File: src/rtl/clksel_cfg_tx_if.sv
// Clock-select configuration bus for clksel_cfg_tx.
// Carries three val/rdy channels:
//   cfg_*          host -> transmitter, msg = {accum_sel, mul_sel}
//   mul_clksel_*   transmitter -> MAC mul clock-select port
//   accum_clksel_* transmitter -> MAC accum clock-select port
// Modports:
//   master : the transmitter (accepts cfg, drives both clock selects)
//   slave  : the environment (host config source plus the MAC ports)
interface clksel_cfg_tx_if;
    logic       cfg_val;
    logic       cfg_rdy;
    logic [1:0] cfg_msg;
    logic       mul_clksel_val;
    logic       mul_clksel_rdy;
    logic       mul_clksel_msg;
    logic       accum_clksel_val;
    logic       accum_clksel_rdy;
    logic       accum_clksel_msg;

    modport master (
        input  cfg_val, cfg_msg, mul_clksel_rdy, accum_clksel_rdy,
        output cfg_rdy, mul_clksel_val, mul_clksel_msg,
               accum_clksel_val, accum_clksel_msg
    );

    modport slave (
        output cfg_val, cfg_msg, mul_clksel_rdy, accum_clksel_rdy,
        input  cfg_rdy, mul_clksel_val, mul_clksel_msg,
               accum_clksel_val, accum_clksel_msg
    );
endinterface

File: src/rtl/clksel_cfg_tx.sv
// Clock-select configuration transmitter for the rational-GALS MAC.
// Holds the clock generators in reset for p_clk_reset_cycles after reset_n
// releases, then accepts a {accum_sel, mul_sel} configuration, delivers each
// select over its own val/rdy port, keeps the MAC domain in reset for
// p_settle_cycles after both selects land, and finally releases the domain.
// Ports:
//   clk, reset_n   single clock, asynchronous active-low reset
//   bus            clksel_cfg_tx_if.master (cfg, mul_clksel, accum_clksel)
//   clk_reset_out  active-high clock-generator reset (registered)
//   dom_reset_out  active-high MAC domain reset (registered)
//   done           high while the configuration is live (decoded from state)
module clksel_cfg_tx #(
    parameter int unsigned p_clk_reset_cycles = 2,
    parameter int unsigned p_settle_cycles    = 10
) (
    input  logic                   clk,
    input  logic                   reset_n,
    clksel_cfg_tx_if.master        bus,
    output logic                   clk_reset_out,
    output logic                   dom_reset_out,
    output logic                   done
);

    localparam int unsigned CNT_MAX = (p_clk_reset_cycles > p_settle_cycles) ?
                                      p_clk_reset_cycles : p_settle_cycles;
    localparam int unsigned CNT_W   = $clog2(CNT_MAX + 1);

    localparam logic [CNT_W-1:0] CLKRST_LAST = CNT_W'(p_clk_reset_cycles - 1);
    localparam logic [CNT_W-1:0] SETTLE_LOAD = CNT_W'(p_settle_cycles);
    localparam logic [CNT_W-1:0] SETTLE_LAST = CNT_W'(1);

    typedef enum logic [2:0] {
        CLKRST,
        IDLE,
        SEND,
        SETTLE,
        RUN
    } state_t;

    state_t           state;
    logic [CNT_W-1:0] cnt;
    logic             mul_val;
    logic             mul_msg;
    logic             accum_val;
    logic             accum_msg;
    logic             mul_fire;
    logic             accum_fire;

    assign mul_fire   = mul_val   & bus.mul_clksel_rdy;
    assign accum_fire = accum_val & bus.accum_clksel_rdy;

    always_ff @(posedge clk or negedge reset_n) begin
        if (!reset_n) begin
            state         <= CLKRST;
            cnt           <= '0;
            clk_reset_out <= 1'b1;
            dom_reset_out <= 1'b1;
            mul_val       <= 1'b0;
            mul_msg       <= 1'b0;
            accum_val     <= 1'b0;
            accum_msg     <= 1'b0;
        end else begin
            case (state)
                CLKRST: begin
                    if (cnt == CLKRST_LAST) begin
                        state         <= IDLE;
                        clk_reset_out <= 1'b0;
                    end else begin
                        cnt <= cnt + 1'b1;
                    end
                end
                IDLE, RUN: begin
                    // cfg_rdy is high in both states, so cfg_val alone is the accept.
                    if (bus.cfg_val) begin
                        mul_msg       <= bus.cfg_msg[0];
                        accum_msg     <= bus.cfg_msg[1];
                        mul_val       <= 1'b1;
                        accum_val     <= 1'b1;
                        dom_reset_out <= 1'b1;
                        state         <= SEND;
                    end
                end
                SEND: begin
                    if (mul_fire)   mul_val   <= 1'b0;
                    if (accum_fire) accum_val <= 1'b0;
                    // A port is finished once its val is down or it fires this edge.
                    if ((!mul_val || mul_fire) && (!accum_val || accum_fire)) begin
                        state <= SETTLE;
                        cnt   <= SETTLE_LOAD;
                    end
                end
                SETTLE: begin
                    cnt <= cnt - 1'b1;
                    if (cnt == SETTLE_LAST) begin
                        state         <= RUN;
                        dom_reset_out <= 1'b0;
                    end
                end
                default: begin
                    state         <= CLKRST;
                    cnt           <= '0;
                    clk_reset_out <= 1'b1;
                    dom_reset_out <= 1'b1;
                    mul_val       <= 1'b0;
                    accum_val     <= 1'b0;
                end
            endcase
        end
    end

    assign bus.cfg_rdy          = (state == IDLE) || (state == RUN);
    assign done                 = (state == RUN);
    assign bus.mul_clksel_val   = mul_val;
    assign bus.mul_clksel_msg   = mul_msg;
    assign bus.accum_clksel_val = accum_val;
    assign bus.accum_clksel_msg = accum_msg;

endmodule

File: src/flat_wrapper.sv
// flat-port wrapper written by rule: the top's interface ports become plain ports
module clksel_cfg_tx_flat 
#(
    parameter int unsigned p_clk_reset_cycles = 2,
    parameter int unsigned p_settle_cycles    = 10
)
  (clk, reset_n, clk_reset_out, dom_reset_out, done, bus_cfg_val, bus_cfg_msg, bus_mul_clksel_rdy, bus_accum_clksel_rdy, bus_cfg_rdy, bus_mul_clksel_val, bus_mul_clksel_msg, bus_accum_clksel_val, bus_accum_clksel_msg);
  clksel_cfg_tx_if bus_i ();
  input  logic clk;
  input  logic reset_n;
  output logic clk_reset_out;
  output logic dom_reset_out;
  output logic done;
  input wire logic [$bits(bus_i.cfg_val)-1:0] bus_cfg_val;
  input wire logic [$bits(bus_i.cfg_msg)-1:0] bus_cfg_msg;
  input wire logic [$bits(bus_i.mul_clksel_rdy)-1:0] bus_mul_clksel_rdy;
  input wire logic [$bits(bus_i.accum_clksel_rdy)-1:0] bus_accum_clksel_rdy;
  output wire logic [$bits(bus_i.cfg_rdy)-1:0] bus_cfg_rdy;
  output wire logic [$bits(bus_i.mul_clksel_val)-1:0] bus_mul_clksel_val;
  output wire logic [$bits(bus_i.mul_clksel_msg)-1:0] bus_mul_clksel_msg;
  output wire logic [$bits(bus_i.accum_clksel_val)-1:0] bus_accum_clksel_val;
  output wire logic [$bits(bus_i.accum_clksel_msg)-1:0] bus_accum_clksel_msg;
  assign bus_i.cfg_val = bus_cfg_val;
  assign bus_i.cfg_msg = bus_cfg_msg;
  assign bus_i.mul_clksel_rdy = bus_mul_clksel_rdy;
  assign bus_i.accum_clksel_rdy = bus_accum_clksel_rdy;
  assign bus_cfg_rdy = bus_i.cfg_rdy;
  assign bus_mul_clksel_val = bus_i.mul_clksel_val;
  assign bus_mul_clksel_msg = bus_i.mul_clksel_msg;
  assign bus_accum_clksel_val = bus_i.accum_clksel_val;
  assign bus_accum_clksel_msg = bus_i.accum_clksel_msg;
  clksel_cfg_tx #(.p_clk_reset_cycles(p_clk_reset_cycles), .p_settle_cycles(p_settle_cycles)) u_core (.clk(clk), .reset_n(reset_n), .bus(bus_i), .clk_reset_out(clk_reset_out), .dom_reset_out(dom_reset_out), .done(done));
endmodule
File: config.mk
export PLATFORM = sky130hd
export DESIGN_NAME = clksel_cfg_tx_flat
export DESIGN_NICKNAME = d
export VERILOG_FILES = /design/src/rtl/clksel_cfg_tx_if.sv /design/src/rtl/clksel_cfg_tx.sv /design/src/flat_wrapper.sv
export SDC_FILE = /design/constraint.sdc
export NUM_CORES = 1
export LEC_CHECK = 0
export CORE_MARGIN = 10
export CORE_UTILIZATION = 46
export CTS_BUF_LIST = sky130_fd_sc_hd__clkbuf_16
export DETAILED_ROUTE_END_ITERATION = 10
export PLACE_DENSITY = 0.74
export SYNTH_ARGS = -nofsm -noshare
export SYNTH_HDL_FRONTEND = slang
export SYNTH_SLANG_ARGS = --single-unit
File: constraint.sdc
create_clock -name clk -period 2 [get_ports clk]
set_clock_uncertainty 0.15 [all_clocks]
set_input_delay 0.2 -clock clk [delete_from_list [all_inputs] [get_ports clk]]
set_output_delay 0.2 -clock clk [all_outputs]
set_load 0.01 [all_outputs]
Word-level counts from Yosys, hierarchy flattened
Index checks and enable logic that the tools add are counted.
Storage, ports and cells
  flip-flop bits (word level): 13
  bits of input ports: 7
  output and inout bits: 8
  word-level logic and storage cells: 62
Operators by class
  add/sub/neg operators: 2
  eq/ne operators: 12
  muxes and demuxes: 16
  bitwise operators: 6
  reduce and logical (&&, ||, !) cells: 18
Operators by type and width (number)
  $pmux W4 S4: 1
  $mux W3: 4
  $pmux W3 S4: 1
  $reduce_and A3 Y1: 4
  $ne A2 B1 Y1 const B: 5
  $pmux W1 S3: 3
  $mux W4: 2
  $eq A3 B2 Y1 const B: 2
  $reduce_or A2 Y1: 3
  $add A4 B1 Y4 const B: 1
  $eq A4 B1 Y1 const B: 1
  $mux W1: 4
  $ne A2 B2 Y1 const B: 2
  $not A1 Y1: 4
  $reduce_and A2 Y1: 2
  $reduce_and A4 Y1: 1
  $reduce_or A4 Y1: 1
  $sub A4 B1 Y4 const B: 1
  $eq A3 B1 Y1 const B: 1
  $eq A3 B3 Y1 const B: 1
  $logic_not A3 Y1: 1
  $logic_or A1 B1 Y1: 3
  $and A1 B1 Y1: 2
  $logic_not A1 Y1: 2
  2 further kinds: 2

Longest topological paths before layout
  depth after elaboration: 5
  mapped depth: 7
  gate-level depth less buffers: 6

Least setup slack after synthesis
No wires, ideal clock.
  path type: flip-flop to flip-flop
  start point: register u_core.cnt[1]
  end point: register u_core.cnt[3]
  library setup time: 0.125 ns
  arrival: 1.824 ns
  path slack: -0.099 ns
  cell stages (with the launch flop): 8
  buffers on the path: 1
  period minus slack after synthesis: 2.099 ns
  cell sequence: dfrtp_1 > inv_1 > ha_1 > or3b_1 > buf_2 > a211o_1 > o221ai_4 > mux2_4
On the way
  word-level cells in the longest chain between the ends: 3
  elaborated cells between the ends (all ways): 7
Ends and longest elaborated chain
  from (decl): RTL line clksel_cfg_tx.sv:41  | logic [CNT_W-1:0] cnt;
  from (signal assigned): RTL line clksel_cfg_tx.sv:69  | cnt <= cnt + 1'b1;
  from (signal assigned): RTL line clksel_cfg_tx.sv:93  | cnt <= cnt - 1'b1;
  $add A4 B1 Y4 / $eq A4 B1 Y1 (equally long branches): RTL line clksel_cfg_tx.sv:69, clksel_cfg_tx.sv:65
  $mux W4 / $ne A2 B2 Y1 (equally long branches)
  $pmux W4 S4 / $reduce_and A3 Y1 (equally long branches)
Several ways; a longest one is shown, not always the timed one. The select of a mux whose other input is x is not followed.
A chain may end at the register's enable or synchronous reset.

Final worst setup path
  start point: register u_core.cnt[1]
  end point: register u_core.cnt[0]
On the way
  word-level cells in the longest chain between the ends: 3
Ends and longest elaborated chain
  $eq A4 B1 Y1: RTL line clksel_cfg_tx.sv:65  | if (cnt == CLKRST_LAST) begin
  $ne A2 B2 Y1 (no source line)
  $reduce_and A3 Y1 (no source line)
Every way passes these cells.

==> out/metrics.cfg <==
[placed_design]
dp_hpwl_um=1570
place.gp.congestion=0.794
portBuffers=14
post-place-ws_ns=0.0297

[grt]
antenna_found_initial=0
grt_pass1_wl_um=3460
grt_start_max_net_pins=14
grt_pass1_vias=743
gr-total-overflow=0
track_usage=0.107

[drt]
routed_via_density=5.64
wl_met1_um=981
drc=0
drt_iter0_markers=20
wire_per_inst_um=15.9
top_layer=met4
drtPass1Iterations=4
drt-total-wl_um=2220
wl_met3_um=152
vias=790
ant_nets=0
dr_wl_met2_um=1010

[worst_setup_path]
required_ns=1.98
regToRegEndpoint=u_core.cnt[0]
crit_path_start=u_core.cnt[1]
ff2ff_path_depth=6
cpMaxStageDelayCell=dfrtp_1
worstSetupStartpointType=register
crit_fanout=4
endpoint_kind=register
setup.worst_path.end=u_core.cnt[0]
criticalPathCategory=reg2reg
worstPathCellList=inv_2, ha_4, or3b_4, a211o_1, o221ai_4, mux2_4
max_stage_delay_ns=0.39
r2r_setup_slack_ns=-0.01
crit_arrival_ns=1.99
regToRegStartpoint=u_core.cnt[1]

[clock_tree]
cts_tree=yes
cts.clk_slew.worst_paths_ns=0.05
numCtsBuffers=3
holdBufCountCts=0
clkLatencyLatePin_ns=0.24
h-tree-depth=1
clockBufferDepth=2
cts_root_buffer=clkbuf_16
cts.sinks=13

[timing]
setup_tns_ns=-0.0262
slew_violations=0
fin_hold_ws_ns=0.196
worst-slew-pin-transition_ns=0.622
max_slew_margin=0.584
timing.final.crit_share=1.01
rsz0062_at_grt=yes
fin_ws_ns=-0.0101
hold_viol=0
fmax_mhz=497
setup_viol=4
min_period_ns=2.01

[final_layout]
seq_area_sq_um=329
drive_gt1_frac=0.261
fin_nets=126
final_util=0.680
syn2layout_area_growth_pct=38.2
num-fill-cells=148
antenna_cells=0
multiInputGateArea_sq_um=497

[run_status]
status=finished, violations left
violations=negative setup slack

[floorplanning]
core_sq_um=1760
die-area_sq_um=4030
die_h_um=63.4
row_count=15
io_pins=15
start_util=0.492
die_w_um=63.4

[logic_synthesis]
synth_area_leaders=dfrtp_1 (32%), mux2_4 (6.9%), dfstp_2 (6.1%)
ys_ff_latch=13
async_reset_ff_frac=1.00
synth_nets=101
syn_area_sq_um=868
synth_most_common_cell=dfrtp_1
ys_top_cells_by_count=dfrtp_1 (11), a21oi_1 (8), nor2_1 (8), inv_1 (7), o21ai_0 (5)
ys_warn_count=0
synthDominantCellAreaShare=0.317
yosys.area.top_type=dfrtp_1
yosysSeqAreaShare=0.378
syn_inst=91
synth_cell_type_count=35
synth_ff_type=dfrtp_1
synth-edff-count=0
synth.avg_cell_area_sq_um=9.54

[power]
p_sw_mw=0.728
p_int_mw=1.29
switching_share=0.361
combPwrFrac=0.546
vdd_ir_drop_max_mv=0.792
pwr-share-clk=0.188
p_total_mw=2.02
power.density_nw_per_um2=1680
p_leak_nw=0.520
seqPwrFrac=0.265

[min_path]
holdCritPathClass=in2async

[flow_run]
drv_cap=0

-- cell usage in the layout (no fill, tap or decap), types with 2 or more instances in the layout --
master and count:
o21ai_0 5, a22oi_1 2, o21a_1 2, xnor2_1 2, a31oi_1 2, a21oi_1 8, nor2_1 7, dfrtp_1 10
o32ai_1 3, clkbuf_16 3, nor3_1 3, inv_1 7, dfstp_2 2, nand2_1 3, mux2_2 2, ha_1 2
clkdlybuf4s50_1 14, nor2b_1 3, buf_4 13, mux2_4 4
-- registers in the layout (all words and copies together) (netlist names) --
name                         count
u_core.cnt                       4
u_core.state                     3
u_core.bus.accum_clksel_msg      1
u_core.bus.accum_clksel_val      1
u_core.bus.mul_clksel_msg        1
u_core.bus.mul_clksel_val        1
u_core.clk_reset_out             1
u_core.dom_reset_out             1
-- power groups by stage --
stage          sequential, mW  combinational (mW)  clock [mW]
4_1_cts                 0.519                1.07       0.387
6_report                0.536                1.10       0.380
3_3_place_gp            0.515                1.02           0
3_5_place_dp            0.521                1.06           0
5_1_grt                 0.550                1.21       0.391
2_1_floorplan           0.532               0.688           0
-- worst max-delay path, delay by kind of cell (launching register included) --
family                   cells  cell delay [ns]
multiplexers                 1             0.33
flip-flops                   1             0.39
buffers and inverters        1             0.08
AND/OR/NAND/NOR              1             0.38
adder cells (fa/ha/maj)      1             0.11
AO/OA/AOI/OAI                2             0.45
-- stage by stage --
stage	instances	area (sq um)
2_1_floorplan	91	868
3_3_place_gp	134	1090
3_5_place_dp	134	1090
4_1_cts	138	1170
5_1_grt	140	1200
6_report	140	1200
-- worst min path at each step --
stage,end,cells past startpoint
floorplan,u_core.bus.accum_clksel_msg,0
global placement,u_core.clk_reset_out,2
detailed placement,u_core.clk_reset_out,2
CTS,u_core.cnt[0],1
global route,u_core.cnt[0],1
finish,u_core.cnt[0],1
-- kinds of logic (layout without fill, tap and decap cells) --
logic type,count (synthesis),after routing,synth area share
xor gates and xnor gates,3,3,0.0303
and+or+nand+nor,22,22,0.130
AOI/OAI and AO/OA,29,29,0.242
muxes,7,7,0.107
DFF,13,13,0.378
adders and majority gates,3,3,0.0432
buffers and inverters,14,38,0.0706
-- metal layers --
layer	global-route usage	up-vias
met3	0.0318	7
met2	0.162	35
met1	0.127	371
li1	-	377
met4	0.0683	0
met5	0	-
-- timing repair --
item	CTS	global route
gates resized for setup	0	6
endpoints found under the hold margin	0	0
setup buffers	0	2
endpoints found under the setup margin	0	6
-- cell type report --
| type | count | share of cell area |
|---|---|---|
| sequential | 13 | 0.274 |
| inverter | 7 | 0.0219 |
| clock inverter | 1 | 0.00313 |
| timing repair buffer | 27 | 0.198 |
| clock buffer | 3 | 0.0626 |
| tap | 25 | 0.0261 |
| multi-input combinational | 64 | 0.414 |
No activity file was read; power rests on OpenSTA's default activity.
